[config.mk]
export PLATFORM = sky130hd
export DESIGN_NAME = lsp_prev_extract
export DESIGN_NICKNAME = d
export VERILOG_FILES = /design/src/rtl/lsp_pkg.sv /design/src/rtl/lsp_shl3_sat.sv /design/src/rtl/lsp_prev_extract.sv
export SDC_FILE = /design/constraint.sdc
export NUM_CORES = 1
export LEC_CHECK = 0
export CAP_MARGIN = 20
export CORE_ASPECT_RATIO = 1.75
export CORE_MARGIN = 4
export CORE_UTILIZATION = 45
export CTS_CLUSTER_SIZE = 8
export DETAILED_ROUTE_END_ITERATION = 16
export GPL_TIMING_DRIVEN = 0
export HOLD_SLACK_MARGIN = 0.05
export PLACE_DENSITY = 0.91
export SLEW_MARGIN = 20
export SYNTH_ARGS = -nofsm -noshare
export SYNTH_HDL_FRONTEND = slang
export SYNTH_HIERARCHICAL = 1
export SYNTH_SLANG_ARGS = --single-unit
export TNS_END_PERCENT = 10
[constraint.sdc]
create_clock -name clk -period 4.7 [get_ports clk]
set_clock_uncertainty 0.2 [all_clocks]
set_input_delay 0.705 -clock clk [delete_from_list [all_inputs] [get_ports clk]]
set_output_delay 0.705 -clock clk [all_outputs]
set_load 0.01 [all_outputs]
[src/rtl/lsp_pkg.sv]
// Shared constants, state encoding and the freq_prev/fg row-address helper for
// the LSP predictor-history extract block.
package lsp_pkg;

  localparam int M     = 10;
  localparam int MA_NP = 4;

  typedef enum logic [3:0] {
    S_IDLE   = 4'd0,
    S_RD_LSP = 4'd1,
    S_LD_LSP = 4'd2,
    S_RD_FP  = 4'd3,
    S_RD_FG  = 4'd4,
    S_MSU    = 4'd5,
    S_RD_INV = 4'd6,
    S_MULT   = 4'd7,
    S_WRITE  = 4'd8,
    S_DONE   = 4'd9
  } state_e;

  // Row k, column j of a [MA_NP][M] table whose base is 64-word aligned.
  function automatic logic [11:0] row_addr(input logic [11:0] base,
                                           input logic [1:0]  k,
                                           input logic [3:0]  j);
    return {1'b0, base[10:6], k, j};
  endfunction

endpackage

[src/rtl/lsp_shl3_sat.sv]
// Saturating left shift by 3 of a signed 32-bit value; sat flags a clipped result.
module lsp_shl3_sat (
  input  logic [31:0] din,
  output logic [31:0] dout,
  output logic        sat
);

  logic pos_ovf;
  logic neg_ovf;

  // The shift is lossless only while bits [31:28] are all equal to the sign.
  always_comb begin
    pos_ovf = ~din[31] & (|din[30:28]);
    neg_ovf = din[31] & ~(&din[30:28]);
    sat     = pos_ovf | neg_ovf;
    if (pos_ovf)      dout = 32'h7FFF_FFFF;
    else if (neg_ovf) dout = 32'h8000_0000;
    else              dout = {din[28:0], 3'b000};
  end

endmodule

[src/rtl/lsp_prev_extract.sv]
// Rebuilds lsp_ele[j] from lsp[], the MA predictor history freq_prev/fg and fg_sum_inv,
// using the shared L_msu/L_mult units. Optional sticky saturation flag: LSP_EXTRACT_OVF_EN.
module lsp_prev_extract
  import lsp_pkg::*;
(
  input  logic        clk,
  input  logic        reset,
  input  logic        start,
  input  logic [11:0] lspAddr,
  input  logic [11:0] lsp_eleAddr,
  input  logic [11:0] freq_prevAddr,
  input  logic [11:0] fgAddr,
  input  logic [11:0] fg_sum_invAddr,
  input  logic [31:0] memIn,
  input  logic [31:0] L_msuIn,
  input  logic [31:0] L_multIn,
  output logic [11:0] memReadAddr,
  output logic [11:0] memWriteAddr,
  output logic [31:0] memOut,
  output logic        memWriteEn,
  output logic [31:0] L_msuOutA,
  output logic [15:0] L_msuOutB,
  output logic [15:0] L_msuOutC,
  output logic [15:0] L_multOutA,
  output logic [15:0] L_multOutB,
  output logic        done
`ifdef LSP_EXTRACT_OVF_EN
  ,
  output logic        ovf
`endif
);

  state_e      state_q, state_d;
  logic [3:0]  j_q, j_d;
  logic [1:0]  k_q, k_d;
  logic [31:0] acc_q, acc_d;
  logic [15:0] fp_q, fp_d;
  logic [31:0] prod_q, prod_d;

  logic [31:0] shl_res;
  logic        shl_sat;
  logic [15:0] res_h;

  lsp_shl3_sat u_shl3 (
    .din  (prod_q),
    .dout (shl_res),
    .sat  (shl_sat)
  );

  assign res_h = shl_res[31:16];

  always_ff @(posedge clk or negedge reset) begin
    if (!reset) begin
      state_q <= S_IDLE;
      j_q     <= '0;
      k_q     <= '0;
      acc_q   <= '0;
      fp_q    <= '0;
      prod_q  <= '0;
    end else begin
      state_q <= state_d;
      j_q     <= j_d;
      k_q     <= k_d;
      acc_q   <= acc_d;
      fp_q    <= fp_d;
      prod_q  <= prod_d;
    end
  end

  always_comb begin
    state_d      = state_q;
    j_d          = j_q;
    k_d          = k_q;
    acc_d        = acc_q;
    fp_d         = fp_q;
    prod_d       = prod_q;
    memReadAddr  = '0;
    memWriteAddr = '0;
    memOut       = '0;
    memWriteEn   = 1'b0;
    L_msuOutA    = '0;
    L_msuOutB    = '0;
    L_msuOutC    = '0;
    L_multOutA   = '0;
    L_multOutB   = '0;
    done         = 1'b0;
    case (state_q)
      S_IDLE: begin
        if (start) begin
          state_d = S_RD_LSP;
          j_d     = '0;
        end
      end
      S_RD_LSP: begin
        memReadAddr = lspAddr + {8'h00, j_q};
        state_d     = S_LD_LSP;
      end
      S_LD_LSP: begin
        acc_d   = {memIn[15:0], 16'h0000};
        k_d     = '0;
        state_d = S_RD_FP;
      end
      S_RD_FP: begin
        memReadAddr = row_addr(freq_prevAddr, k_q, j_q);
        state_d     = S_RD_FG;
      end
      S_RD_FG: begin
        fp_d        = memIn[15:0];
        memReadAddr = row_addr(fgAddr, k_q, j_q);
        state_d     = S_MSU;
      end
      S_MSU: begin
        // memIn carries fg here, read in RD_FG.
        L_msuOutA = acc_q;
        L_msuOutB = fp_q;
        L_msuOutC = memIn[15:0];
        acc_d     = L_msuIn;
        if (k_q != 2'(MA_NP - 1)) begin
          k_d     = k_q + 2'd1;
          state_d = S_RD_FP;
        end else begin
          state_d = S_RD_INV;
        end
      end
      S_RD_INV: begin
        memReadAddr = fg_sum_invAddr + {8'h00, j_q};
        state_d     = S_MULT;
      end
      S_MULT: begin
        L_multOutA = acc_q[31:16];
        L_multOutB = memIn[15:0];
        prod_d     = L_multIn;
        state_d    = S_WRITE;
      end
      S_WRITE: begin
        memWriteAddr = lsp_eleAddr + {8'h00, j_q};
        memOut       = {{16{res_h[15]}}, res_h};
        memWriteEn   = 1'b1;
        if (j_q != 4'(M - 1)) begin
          j_d     = j_q + 4'd1;
          state_d = S_RD_LSP;
        end else begin
          state_d = S_DONE;
        end
      end
      S_DONE: begin
        done    = 1'b1;
        state_d = S_IDLE;
      end
      default: state_d = S_IDLE;
    endcase
  end

`ifdef LSP_EXTRACT_OVF_EN
  logic ovf_q, ovf_d;

  always_comb begin
    ovf_d = ovf_q;
    if (state_q == S_IDLE && start)
      ovf_d = 1'b0;
    else if (state_q == S_WRITE && shl_sat)
      ovf_d = 1'b1;
  end

  always_ff @(posedge clk or negedge reset) begin
    if (!reset) ovf_q <= 1'b0;
    else        ovf_q <= ovf_d;
  end

  assign ovf = ovf_q;

  logic unused_bits;
  assign unused_bits = ^{memIn[31:16], freq_prevAddr[11], freq_prevAddr[5:0],
                         fgAddr[11], fgAddr[5:0]};
`else
  logic unused_bits;
  assign unused_bits = ^{memIn[31:16], freq_prevAddr[11], freq_prevAddr[5:0],
                         fgAddr[11], fgAddr[5:0], shl_sat};
`endif

endmodule

# Word-level counts from Yosys, hierarchy flattened
# Cells that the tools add are included.
totals:
  output_inout_bits: 154
  reg_bits: 90
op_classes:
  bitwise: 4
  n_reduce_logical: 7
  mux: 22
  n_eq_ne: 14
  n_addsub: 5
op_table:
  columns: ["op", "n"]
  rows:
  - ["$mux W32", 4]
  - ["$mux W16", 4]
  - ["$pmux W32 S2", 1]
  - ["$pmux W12 S4", 1]
  - ["$add A12 B4 Y12", 3]
  - ["$pmux W4 S9", 1]
  - ["$eq A4 B3 Y1 const B", 4]
  - ["$mux W4", 4]
  - ["$mux W12", 1]
  - ["$eq A4 B2 Y1 const B", 2]
  - ["$eq A4 B4 Y1 const B", 2]
  - ["$ne A2 B2 Y1 const B", 4]
  - ["$pmux W4 S2", 1]
  - ["$reduce_and A3 Y1", 2]
  - ["$add A4 B1 Y4 const B", 1]
  - ["$eq A4 B1 Y1 const B", 1]
  - ["$logic_not A4 Y1", 1]
  - ["$ne A4 B4 Y1 const B", 1]
  - ["$pmux W2 S2", 1]
  - ["$reduce_bool A2 Y1", 2]
  - ["$mux W3", 1]
  - ["$reduce_or A3 Y1", 1]
  - ["$add A2 B1 Y2 const B", 1]
  - ["$and A1 B1 Y1", 2]
  - ["other kinds (4)", 6]

# Logic depth before layout (Yosys ltp)
depth:
  depth_word: 6
  ltp_mapped: 13
  depth_no_buf: 10

# Cells and area by module
# Netlist, hierarchy kept.
modules_own_cells:
  columns: ["mod", "area_each_um2", "seq_area_each_um2", "cells_each", "instances"]
  rows:
  - ["lsp_prev_extract", 5541.6, 2252.2, 561, 1]
  - ["lsp_shl3_sat", 770.7, 0.0, 110, 1]

# Worst setup path after synthesis
# No wires, ideal clock.
synth_path:
  path_kind: "register to output"
  from: "register state_q[0]"
  to: "output port memReadAddr[9]"
  arrival_ns: 2.623
  path_slack_ns: 1.172
  required_time_ns: 3.795
  path_stages_with_launch: 12
  cell_sequence: "dfrtp_1 -> buf_6 -> and4bb_4 -> buf_6 -> buf_6 -> mux2_2 -> ha_1 -> a21oi_1 -> o21ai_0 -> o211ai_2 -> xnor2_1 -> o22ai_1"
synth_via:
  elab_chain_cells: 2
  word_cells_on_any_way: 5
synth_lines:
  columns: ["element", "line", "source"]
  rows:
  - ["start, declared", "lsp_prev_extract.sv:33", "state_e state_q, state_d;"]
  - ["start signal, assigned", "lsp_prev_extract.sv:61", "state_q <= state_d;"]
  - ["$eq A4 B3 Y1 (tied with other cells)", "lsp_prev_extract.sv:87", "case (state_q)"]
  - ["$pmux W12 S4 *", "lsp_prev_extract.sv:87", null]
  - ["end, declared", "lsp_prev_extract.sv:17", "output logic [11:0] memReadAddr,"]
# Mark *: on every way between the ends. The rest lies on a longest branch, timed or not.

# Worst setup path after layout
layout_path:
  from: "register state_q[0]"
  to: "output port memReadAddr[4]"
# Same word-level chain as after synthesis.

==> metrics <==
status complete, no violations; GR Util All Layers 0.265; # port buffers about 270; number of global-route vias before repair between 5000 and 6000; final WL between 15 and 20 mm; met1 wire length ~6.5 mm; crit path DAT between 3 and 4 ns; worst-case reg-to-reg path depth 7; Starting Density 0.459; Clock Path Buffers 2; number of buffers created by CTS 9; fmax around 0.22 GHz; final worst path period need 4.53 ns; Final WS setup between 0.15 and 0.2 ns; worst-path fanout max 10; diode count 0; Reg-to-Reg End acc_q[16]$_DFFE_PN0P_; Clock transition at path regs approximately 0.060 ns; Sum Neg Setup Slack 0 ns; Cell Pwr Density about 200 nW/um^2; CTS Hold Bufs 0; Setup-failing EPs final 0; chip height approximately 150 um; top layer in use met4; Leak about 3.6 nW; area delta synth->final 59.0%; syn nets 772; Peak VDD IR 0.000230 V; Worst Setup End Kind primary output; Via density roughly 5.3; Cells after Synth between 500 and 600; Sink Count 77; Routed Antenna Nets 0; row count 53; via count about 5500; met3 routed WL roughly 1.5 mm; Final Cycle Share 0.964; Worst R2R Start state_q[1]$_DFFE_PN0P_; Routed WL per cell between 15 and 20 um; Netlist Area Pre-Place approximately 5500 sq um; Core Area around 12000 sq um; commonest non-fill, non-tap cell in the layout clkdlybuf4s50_1; largest net degree at the start of global routing 41; count of final hold-check violations 0; worst hold path type primary input to asynchronous set/reset pin; worst slew pin tran 0.891 ns; Worst setup SP type register; DR iter-0 viols around 180; initial antenna violation count 0; Mean Syn Cell Area around 9 sq um; TritonCTS clock tree built; first drt pass iteration count 6; HPWL Detailed approximately 15 mm; most frequent cells in the layout clkdlybuf4s50_1, and2_1, dfrtp_1, mux2_2, nand2_1; Max-cap violations 0; GRT Residual Overflow 0; Place WS between 0.2 and 0.3 ns; Final Slew Violations 0; clk_lat worst skew around 0.33 ns; H-tree Lvls 3; max_slew headroom 0.404; met2 WL 10.5 mm; Final Wtd Congestion between 0.8 and 0.9; R2R Setup Slk 2.49 ns; layout cells sized above 1 0.130; yosys warns 6; # IOs approximately 310; Die Wd approximately 92 um; full die area 14100 sq um; Fill cells 897; # DRC 0; Crit Path Class register to primary output; first-pass GRT wire length 29.8 mm; Worst Path Required approximately 3.8 ns; Final #Nets approximately 1100; root buffer cell clkbuf_16
[sequential cells by signal (all words and copies together) (netlist names)]
register  cells
k_q           2
acc_q        32
state_q       4
fp_q         16
prod_q       19
j_q           4
[power by group]
group          total [mW]  switching, mW  internal, mW
clock               0.737          0.272         0.465
combinational       0.269          0.100         0.168
sequential          0.714         0.0211         0.692
[routing by layer]
metal,vias to the layer above,global-route usage
met3,31,0.0676
met1,2607,0.269
li1,2636,-
met2,250,0.510
met5,-,0
met4,0,0.0935
[worst max-delay path: stages, from the launching register on]
cell and delay (ns):
dfrtp_1 0.39, buf_6 0.14, and4bb_4 0.33, buf_6 0.16, buf_6 0.17, mux2_2 0.17
ha_1 0.19, inv_1 0.06, fa_1 0.41, nor2b_1 0.13, o21a_2 0.19, nor2_1 0.07
xor2_1 0.17, o21ai_0 0.14, clkdlybuf4s50_1 0.57
[timing repair]
item / in CTS / in global routing
gates resized for setup: 1 / 6
setup buffers: 0 / 0
setup endpoints to repair: 2 / 6
[per-stage QoR]
stage	instances	hold WS [ns]	utilization	cell area [sq um]	total power, mW
final	1049	0.141	0.729	8750	1.72
after CTS	1049	0.156	0.728	8740	1.74
after detailed placement	1034	0.277	0.702	8420	0.993
after global routing	1049	0.176	0.729	8750	1.78
after global placement	1033	0.274	0.700	8400	0.983
after floorplan	599	0.209	-	5510	0.819
[area by class of cell]
cell class / count / area (sq um) / share of cell area
Sequential cell: 77 / 1930 / 0.220
Tap cell: 165 / 206 / 0.0236
Clock buffer: 10 / 229 / 0.0262
Clock inverter: 5 / 86.3 / 0.00986
Buffer: 71 / 425 / 0.0486
Inverter: 11 / 41.3 / 0.00472
Timing Repair Buffer: 270 / 2720 / 0.310
Multi-Input combinational cell: 440 / 3120 / 0.357
[worst max-delay path by stage]
stage / startpoint / to / slack (ns) / cells after the start
3_3_place_gp: reset / fp_q[7]$_DFFE_PN0N_ / -0.04 / 1
2_1_floorplan: state_q[0]$_DFFE_PN0P_ / memReadAddr[9] / 1.17 / 11
3_5_place_dp: state_q[0]$_DFFE_PN0P_ / memReadAddr[11] / 0.26 / 12
5_1_grt: state_q[0]$_DFFE_PN0P_ / memReadAddr[4] / -0.005 / 14
4_1_cts: state_q[0]$_DFFE_PN0P_ / memReadAddr[11] / 0.07 / 12
6_report: state_q[0]$_DFFE_PN0P_ / memReadAddr[4] / 0.17 / 14
(Power assumes the default switching activity.)
